## config.mk

```make
export PLATFORM = sky130hd
export DESIGN_NAME = muldiv_unit
export DESIGN_NICKNAME = d
export VERILOG_FILES = /design/src/rtl/muldiv_unit.sv
export SDC_FILE = /design/constraint.sdc
export NUM_CORES = 2
export LEC_CHECK = 0
export ABC_CLOCK_PERIOD_IN_PS = 4200
export CAP_MARGIN = 0
export CORE_MARGIN = 2
export CORE_UTILIZATION = 55
export DETAILED_ROUTE_END_ITERATION = 8
export PLACE_DENSITY = 0.76
export SLEW_MARGIN = 10
export SYNTH_ARGS = -nofsm -noshare
export SYNTH_HDL_FRONTEND = slang
export SYNTH_SLANG_ARGS = --single-unit
```

## constraint.sdc

```tcl
create_clock -name clock -period 4.2 [get_ports clock]
set_clock_uncertainty 0.05 [all_clocks]
set_input_delay 0.84 -clock clock [delete_from_list [all_inputs] [get_ports clock]]
set_output_delay 0.84 -clock clock [all_outputs]
set_load 0.02 [all_outputs]
```

## src/rtl/muldiv_unit.sv

```systemverilog
// Iterative RV64M multiply/divide unit for the EXE stage.
// Multiplies by shift-add (MUL_BITS multiplier bits per cycle) and divides by
// restoring division (one quotient bit per cycle) on operand magnitudes. A
// final FIX cycle applies the sign and selects the result. Division by zero
// and signed overflow are resolved at acceptance and skip straight to DONE.
module muldiv_unit #(
  parameter int XLEN     = 64,
  parameter int MUL_BITS = 2,
  parameter int TAG_W    = 5
) (
  input  logic             clock,
  input  logic             reset,
  input  logic             flush,
  input  logic             in_valid,
  output logic             in_ready,
  input  logic [2:0]       in_op,
  input  logic             in_word,
  input  logic [XLEN-1:0]  in_src1,
  input  logic [XLEN-1:0]  in_src2,
  input  logic [TAG_W-1:0] in_tag,
  output logic             out_valid,
  input  logic             out_ready,
  output logic [XLEN-1:0]  out_result,
  output logic [TAG_W-1:0] out_tag
);

  localparam int CNT_W = $clog2(XLEN) + 1;
  // Counter start values: the iteration count minus one for each width.
  localparam logic [CNT_W-1:0] MUL_CNT_X = CNT_W'(XLEN / MUL_BITS - 1);
  localparam logic [CNT_W-1:0] MUL_CNT_W = CNT_W'(32 / MUL_BITS - 1);
  localparam logic [CNT_W-1:0] DIV_CNT_X = CNT_W'(XLEN - 1);
  localparam logic [CNT_W-1:0] DIV_CNT_W = CNT_W'(31);
  localparam logic [XLEN-1:0]  MOST_NEG  = {1'b1, {(XLEN-1){1'b0}}};

  typedef enum logic [2:0] {IDLE, MUL, DIV, FIX, DONE} state_t;

  state_t state_reg, state_next;

  // Latched operation context
  logic [2:0]       op_reg;
  logic             word_reg;
  logic [TAG_W-1:0] tag_reg;
  logic             neg1_reg, neg2_reg;
  logic [CNT_W-1:0] counter_reg;

  // Multiply datapath: multiplicand shifts left, multiplier shifts right
  logic [2*XLEN-1:0] mcand_reg;
  logic [XLEN-1:0]   mplier_reg;
  logic [2*XLEN-1:0] acc_reg;

  // Divide datapath: dividend bits shift out of quo_reg as quotient bits shift in
  logic [XLEN-1:0]   quo_reg;
  logic [XLEN-1:0]   rem_reg;
  logic [XLEN-1:0]   dvs_reg;

  // Acceptance-time decode
  logic              word_in, signed1, signed2, neg1, neg2;
  logic [XLEN-1:0]   src1_w, src2_w, neg1_full, neg2_full, mag1, mag2;
  logic              div_zero, div_ovf, special;
  logic [XLEN-1:0]   dividend_ext, special_result;
  logic [CNT_W-1:0]  cnt_init;

  // Iteration and fix-up logic
  logic [2*XLEN-1:0] pp [MUL_BITS];
  logic [2*XLEN-1:0] pp_sum;
  logic              q_msb, q_ge;
  logic [XLEN:0]     r_shift, r_diff;
  logic [2*XLEN-1:0] prod_fix;
  logic [XLEN-1:0]   quo_fix, rem_fix, fix_result;

  function automatic logic [XLEN-1:0] sext32(input logic [XLEN-1:0] v);
    return XLEN'($signed(v[31:0]));
  endfunction

  assign in_ready  = (state_reg == IDLE);
  assign out_valid = (state_reg == DONE);

  // Decode the presented request: effective width, signs, magnitudes, special cases.
  always_comb begin
    word_in   = in_word && (in_op == 3'd0 || in_op[2]);
    signed1   = (in_op == 3'd0) || (in_op == 3'd1) || (in_op == 3'd2) ||
                (in_op == 3'd4) || (in_op == 3'd6);
    signed2   = (in_op == 3'd0) || (in_op == 3'd1) || (in_op == 3'd4) || (in_op == 3'd6);
    src1_w    = word_in ? XLEN'(in_src1[31:0]) : in_src1;
    src2_w    = word_in ? XLEN'(in_src2[31:0]) : in_src2;
    neg1      = signed1 && (word_in ? in_src1[31] : in_src1[XLEN-1]);
    neg2      = signed2 && (word_in ? in_src2[31] : in_src2[XLEN-1]);
    neg1_full = -src1_w;
    neg2_full = -src2_w;
    mag1      = neg1 ? (word_in ? XLEN'(neg1_full[31:0]) : neg1_full) : src1_w;
    mag2      = neg2 ? (word_in ? XLEN'(neg2_full[31:0]) : neg2_full) : src2_w;
    div_zero  = in_op[2] && (src2_w == '0);
    div_ovf   = in_op[2] && !in_op[0] &&
                (word_in ? (in_src1[31:0] == 32'h8000_0000 && in_src2[31:0] == 32'hFFFF_FFFF)
                         : (in_src1 == MOST_NEG && in_src2 == '1));
    special   = div_zero || div_ovf;
    dividend_ext = word_in ? sext32(in_src1) : in_src1;
    if (div_zero) begin
      special_result = in_op[1] ? dividend_ext : '1;
    end else begin
      special_result = in_op[1] ? '0 : dividend_ext;
    end
    if (in_op[2]) begin
      cnt_init = word_in ? DIV_CNT_W : DIV_CNT_X;
    end else begin
      cnt_init = word_in ? MUL_CNT_W : MUL_CNT_X;
    end
  end

  // One shifted copy of the multiplicand per multiplier bit retired this cycle.
  generate
    for (genvar gi = 0; gi < MUL_BITS; gi++) begin : g_pp
      assign pp[gi] = mplier_reg[gi] ? (mcand_reg << gi) : '0;
    end
  endgenerate

  // Sum the partial products of this cycle.
  always_comb begin
    pp_sum = '0;
    for (int i = 0; i < MUL_BITS; i++) begin
      pp_sum = pp_sum + pp[i];
    end
  end

  // One restoring-division step: shift in the next dividend bit, subtract if it fits.
  always_comb begin
    q_msb   = word_reg ? quo_reg[31] : quo_reg[XLEN-1];
    r_shift = {rem_reg, q_msb};
    r_diff  = r_shift - {1'b0, dvs_reg};
    q_ge    = !r_diff[XLEN];
  end

  // Apply operand signs to the unsigned result and pick the architectural result.
  always_comb begin
    prod_fix = (neg1_reg ^ neg2_reg) ? -acc_reg : acc_reg;
    quo_fix  = (neg1_reg ^ neg2_reg) ? -quo_reg : quo_reg;
    rem_fix  = neg1_reg ? -rem_reg : rem_reg;
    case (op_reg)
      3'd0:          fix_result = word_reg ? sext32(prod_fix[XLEN-1:0]) : prod_fix[XLEN-1:0];
      3'd1, 3'd2, 3'd3: fix_result = prod_fix[2*XLEN-1:XLEN];
      3'd4, 3'd5:    fix_result = word_reg ? sext32(quo_fix) : quo_fix;
      default:       fix_result = word_reg ? sext32(rem_fix) : rem_fix;
    endcase
  end

  // State register.
  always_ff @(posedge clock) begin
    if (reset) begin
      state_reg <= IDLE;
    end else begin
      state_reg <= state_next;
    end
  end

  // Next-state logic; flush overrides every transition.
  always_comb begin
    state_next = state_reg;
    if (flush) begin
      state_next = IDLE;
    end else begin
      case (state_reg)
        IDLE: begin
          if (in_valid) begin
            if (special) begin
              state_next = DONE;
            end else begin
              state_next = in_op[2] ? DIV : MUL;
            end
          end
        end
        MUL, DIV: begin
          if (counter_reg == '0) begin
            state_next = FIX;
          end
        end
        FIX: state_next = DONE;
        DONE: begin
          if (out_ready) begin
            state_next = IDLE;
          end
        end
        default: state_next = IDLE;
      endcase
    end
  end

  // Datapath: latch on acceptance, iterate in MUL/DIV, load outputs on entry to DONE.
  always_ff @(posedge clock) begin
    if (reset) begin
      op_reg      <= '0;
      word_reg    <= 1'b0;
      tag_reg     <= '0;
      neg1_reg    <= 1'b0;
      neg2_reg    <= 1'b0;
      counter_reg <= '0;
      mcand_reg   <= '0;
      mplier_reg  <= '0;
      acc_reg     <= '0;
      quo_reg     <= '0;
      rem_reg     <= '0;
      dvs_reg     <= '0;
      out_result  <= '0;
      out_tag     <= '0;
    end else begin
      if (state_reg == IDLE && in_valid && !flush) begin
        op_reg      <= in_op;
        word_reg    <= word_in;
        tag_reg     <= in_tag;
        neg1_reg    <= neg1;
        neg2_reg    <= neg2;
        counter_reg <= cnt_init;
        mcand_reg   <= {{XLEN{1'b0}}, mag1};
        mplier_reg  <= mag2;
        acc_reg     <= '0;
        quo_reg     <= mag1;
        rem_reg     <= '0;
        dvs_reg     <= mag2;
      end
      if (state_reg == MUL) begin
        acc_reg    <= acc_reg + pp_sum;
        mcand_reg  <= mcand_reg << MUL_BITS;
        mplier_reg <= mplier_reg >> MUL_BITS;
      end
      if (state_reg == DIV) begin
        quo_reg <= {quo_reg[XLEN-2:0], q_ge};
        rem_reg <= q_ge ? r_diff[XLEN-1:0] : r_shift[XLEN-1:0];
      end
      if ((state_reg == MUL || state_reg == DIV) && counter_reg != '0) begin
        counter_reg <= counter_reg - 1'b1;
      end
      if (state_next == DONE && state_reg != DONE) begin
        out_result <= (state_reg == FIX) ? fix_result : special_result;
        out_tag    <= (state_reg == FIX) ? tag_reg : in_tag;
      end
    end
  end

endmodule

```

==> flow_summary.json <==
{
  "rsz0062_at_grt": "true",
  "grt_max_degree": 171,
  "violations": "negative setup slack",
  "routedWlPerCell_microns": 25.2,
  "dpl.hpwl_microns": 168000,
  "gp_congestion": 1.05,
  "track_usage_pct": 45.9,
  "cp.arrival_ns": 5.11,
  "cts_made_buffers": 74,
  "nets": 8368,
  "cap_violations": 0,
  "clk_latency_ns": 0.68,
  "ioPinCount": 213,
  "die_x_microns": 307,
  "syn_nets": 7372,
  "p_per_area_nw_per_um2": 584,
  "synthMostInstantiatedCell": "nand2_1",
  "leakagePower_nw": 27.5,
  "seq_area_sq_um": 12100,
  "core-area_sq_um": 90300,
  "syn-instance-count": 6903,
  "yosys-top-cells-area": "dfxtp_1 (24%), a21oi_1 (7.1%), nand2_1 (6.5%)",
  "total_power_mw": 39.2,
  "drv_slew": 0,
  "yosysWarnings": 0,
  "crit_fanout": 7,
  "hold_viol_final": 0,
  "drc": 0,
  "status": "finished, violations left",
  "ant_nets": 0,
  "grt_pass1_wl_microns": 335000,
  "totalWireLength_microns": 230000,
  "slew-limit-headroom_pct": 19.4,
  "area_delta_synth_final_pct": 33.2,
  "syn_area_per_cell_sq_um": 7.29,
  "dr.first_iter.drc_count": 8281,
  "nFillCells": 6882,
  "max_stage_delay_ns": 0.49,
  "min_period_ns": 4.63,
  "max_freq_mhz": 216,
  "cts_buffer_depth": 3,
  "yosys_register_bits": 602,
  "synth_flop_cell": "dfxtp_1",
  "synth_common_cells": "nand2_1 (872), a21oi_1 (714), dfxtp_1 (602)",
  "drive_gt1_share_pct": 21.8,
  "cp_top_family": "compound AO/OA/AOI/OAI gates",
  "cts_root_buffer": "clkbuf_16",
  "syn_area_sq_um": 50300,
  "fp-row-count": 110,
  "die_area_sq_um": 93900,
  "io_buffers": 212,
  "crit_path_start_kind": "register",
  "clk_pin_slew_worst_paths_ns": 0.06,
  "postLayoutCoreUtil_pct": 74.3,
  "hold_path_class": "register to register",
  "worst_pin_slew_ns": 1.21,
  "antenna_found_initial": 5,
  "cts_sinks": 602,
  "path_cells": "buf_12 -> buf_16 -> and2_1 -> fa_2 -> ha_4 -> buf_4 -> and4_4 -> a21oi_2 -> or3_4 -> a21oi_4 -> o31a_1 -> a31oi_4 -> o41ai_4 -> a41oi_2 -> a21oi_2 -> xnor2_1 -> o21ai_1",
  "crit_buf_inv": 3,
  "setup_ws_ns": -0.430,
  "first_global_vias": 55500,
  "critPathKind": "register to register",
  "yosysTopAreaCellShare_pct": 23.9,
  "period_share_pct": 110,
  "path_common_cell": "a21oi_2",
  "crit_slowest_cell": "o41ai_4",
  "htreeDepth": 3,
  "ctsHoldBuffers": 0,
  "cts_tree": "built",
  "multiInputGateArea_sq_um": 38100,
  "end_kind": "register",
  "synth_edf_count": 0,
  "ir_worst_vdd_mv": 1.76,
  "vias": 60100,
  "yosysSeqAreaShare_pct": 23.9,
  "start_util_pct": 55.7,
  "ys_types": 101,
  "setup_viol": 76,
  "yosys.area.top_type": "dfxtp_1",
  "cp.required_ns": 4.68,
  "synthArstFlopShare_pct": 0,
  "grt-ovfl-total": 0,
  "drtPass1Iterations": 7,
  "vias_per_cell": 6.57,
  "pre_cts_slack_ns": -0.926,
  "die_height_microns": 307
}
worst paths after layout:
path                                    from                        end  slack [ns]  cells after the start
hold / removal      dvs_reg[38]$_SDFFE_PP0P_   dvs_reg[38]$_SDFFE_PP0P_        0.41                      2
hold reg to reg     dvs_reg[38]$_SDFFE_PP0P_   dvs_reg[38]$_SDFFE_PP0P_        0.41                      2
setup reg to reg  mplier_reg[0]$_SDFFE_PP0P_  acc_reg[121]$_SDFFE_PP0P_       -0.43                     17
setup / recovery  mplier_reg[0]$_SDFFE_PP0P_  acc_reg[121]$_SDFFE_PP0P_       -0.43                     17
cells by family after synthesis:
kind of cell,Yosys count,synth area share (%)
AO/OA/AOI/OAI,2068,24.8
XOR/XNOR,546,9.50
adder cells (fa/ha/maj),377,11.0
buffers and inverters,674,5.15
flip-flops,602,23.9
multiplexers,33,0.659
AND/OR/NAND/NOR,2603,24.9
what timing repair did:
| action | 4_1_cts | 5_1_grt |
|---|---|---|
| pin swaps | 75 | 191 |
| setup endpoints to repair | 194 | 199 |
| buffers inserted | 50 | 68 |
| hold endpoints to repair | 0 | 0 |
| gates resized for setup | 282 | 348 |
| gates cloned | 4 | 9 |
through the flow:
stage	std cells	setup TNS [ns]	cell area, sq um	hold slack, ns
final	9135	-8.43	67000	0.406
after global routing	9131	-17.69	67000	0.420
after CTS	9067	-2.76	64900	0.408
after detailed placement	8887	-105.41	60700	0.395
after global placement	8887	-86.11	60700	0.392
after floorplan	6903	-0.0967	50400	0.376
final cells by class:
class | count | share of cell area (%)
Tap cell | 1176 | 2.19
Timing Repair Buffer | 1423 | 18.3
Inverter | 171 | 0.957
Clock inverter | 33 | 0.564
Multi-Input combinational cell | 5627 | 56.8
Antenna cell | 4 | 0.0149
Clock buffer | 99 | 3.11
Sequential cell | 602 | 18.0
tightest hold or removal path: cells and delay by family, from the launching register on:
family | cells | cell delay (ns)
AOI/OAI and AO/OA | 1 | 0.05
DFF | 1 | 0.31
and+or+nand+nor | 1 | 0.05
power by group:
| part | switching (mW) | internal, mW |
|---|---|---|
| combinational | 14.3 | 11.5 |
| sequential | 0.569 | 6.07 |
| clock | 2.88 | 3.88 |
cells in the final DEF, fill, tap and decap left out, types with 42 or more instances in the layout:
cell / netlist / final
a21o_1: 74 / 73
inv_1: 169 / 168
buf_4: 3 / 1080
buf_12: 0 / 42
o21ai_1: 85 / 158
maj3_1: 49 / 49
xor2_1: 269 / 264
buf_6: 3 / 66
and2_1: 268 / 241
nor3_1: 154 / 144
nor2_1: 490 / 465
o31ai_1: 66 / 60
a21oi_1: 714 / 665
o21ai_0: 467 / 370
nor4_1: 69 / 58
a31oi_1: 211 / 204
nand2_1: 872 / 848
ha_4: 0 / 50
dfxtp_1: 602 / 597
ha_1: 199 / 147
or3_1: 73 / 67
nand4_1: 123 / 123
clkbuf_16: 0 / 85
fa_1: 128 / 124
clkdlybuf4s50_1: 0 / 207
nand3_1: 355 / 348
xnor2_1: 277 / 263
a22oi_1: 44 / 42
o21bai_1: 47 / 42
layer usage:
metal	vias up	global-route usage [%]	part of all wire [%]
li1	26700	-	-
met5	-	0	0.019
met2	4103	68.0	42
met3	906	12.4	13
met1	28400	60.2	38
met4	6	25.6	7.0
No activity file was read; power rests on OpenSTA's default activity.
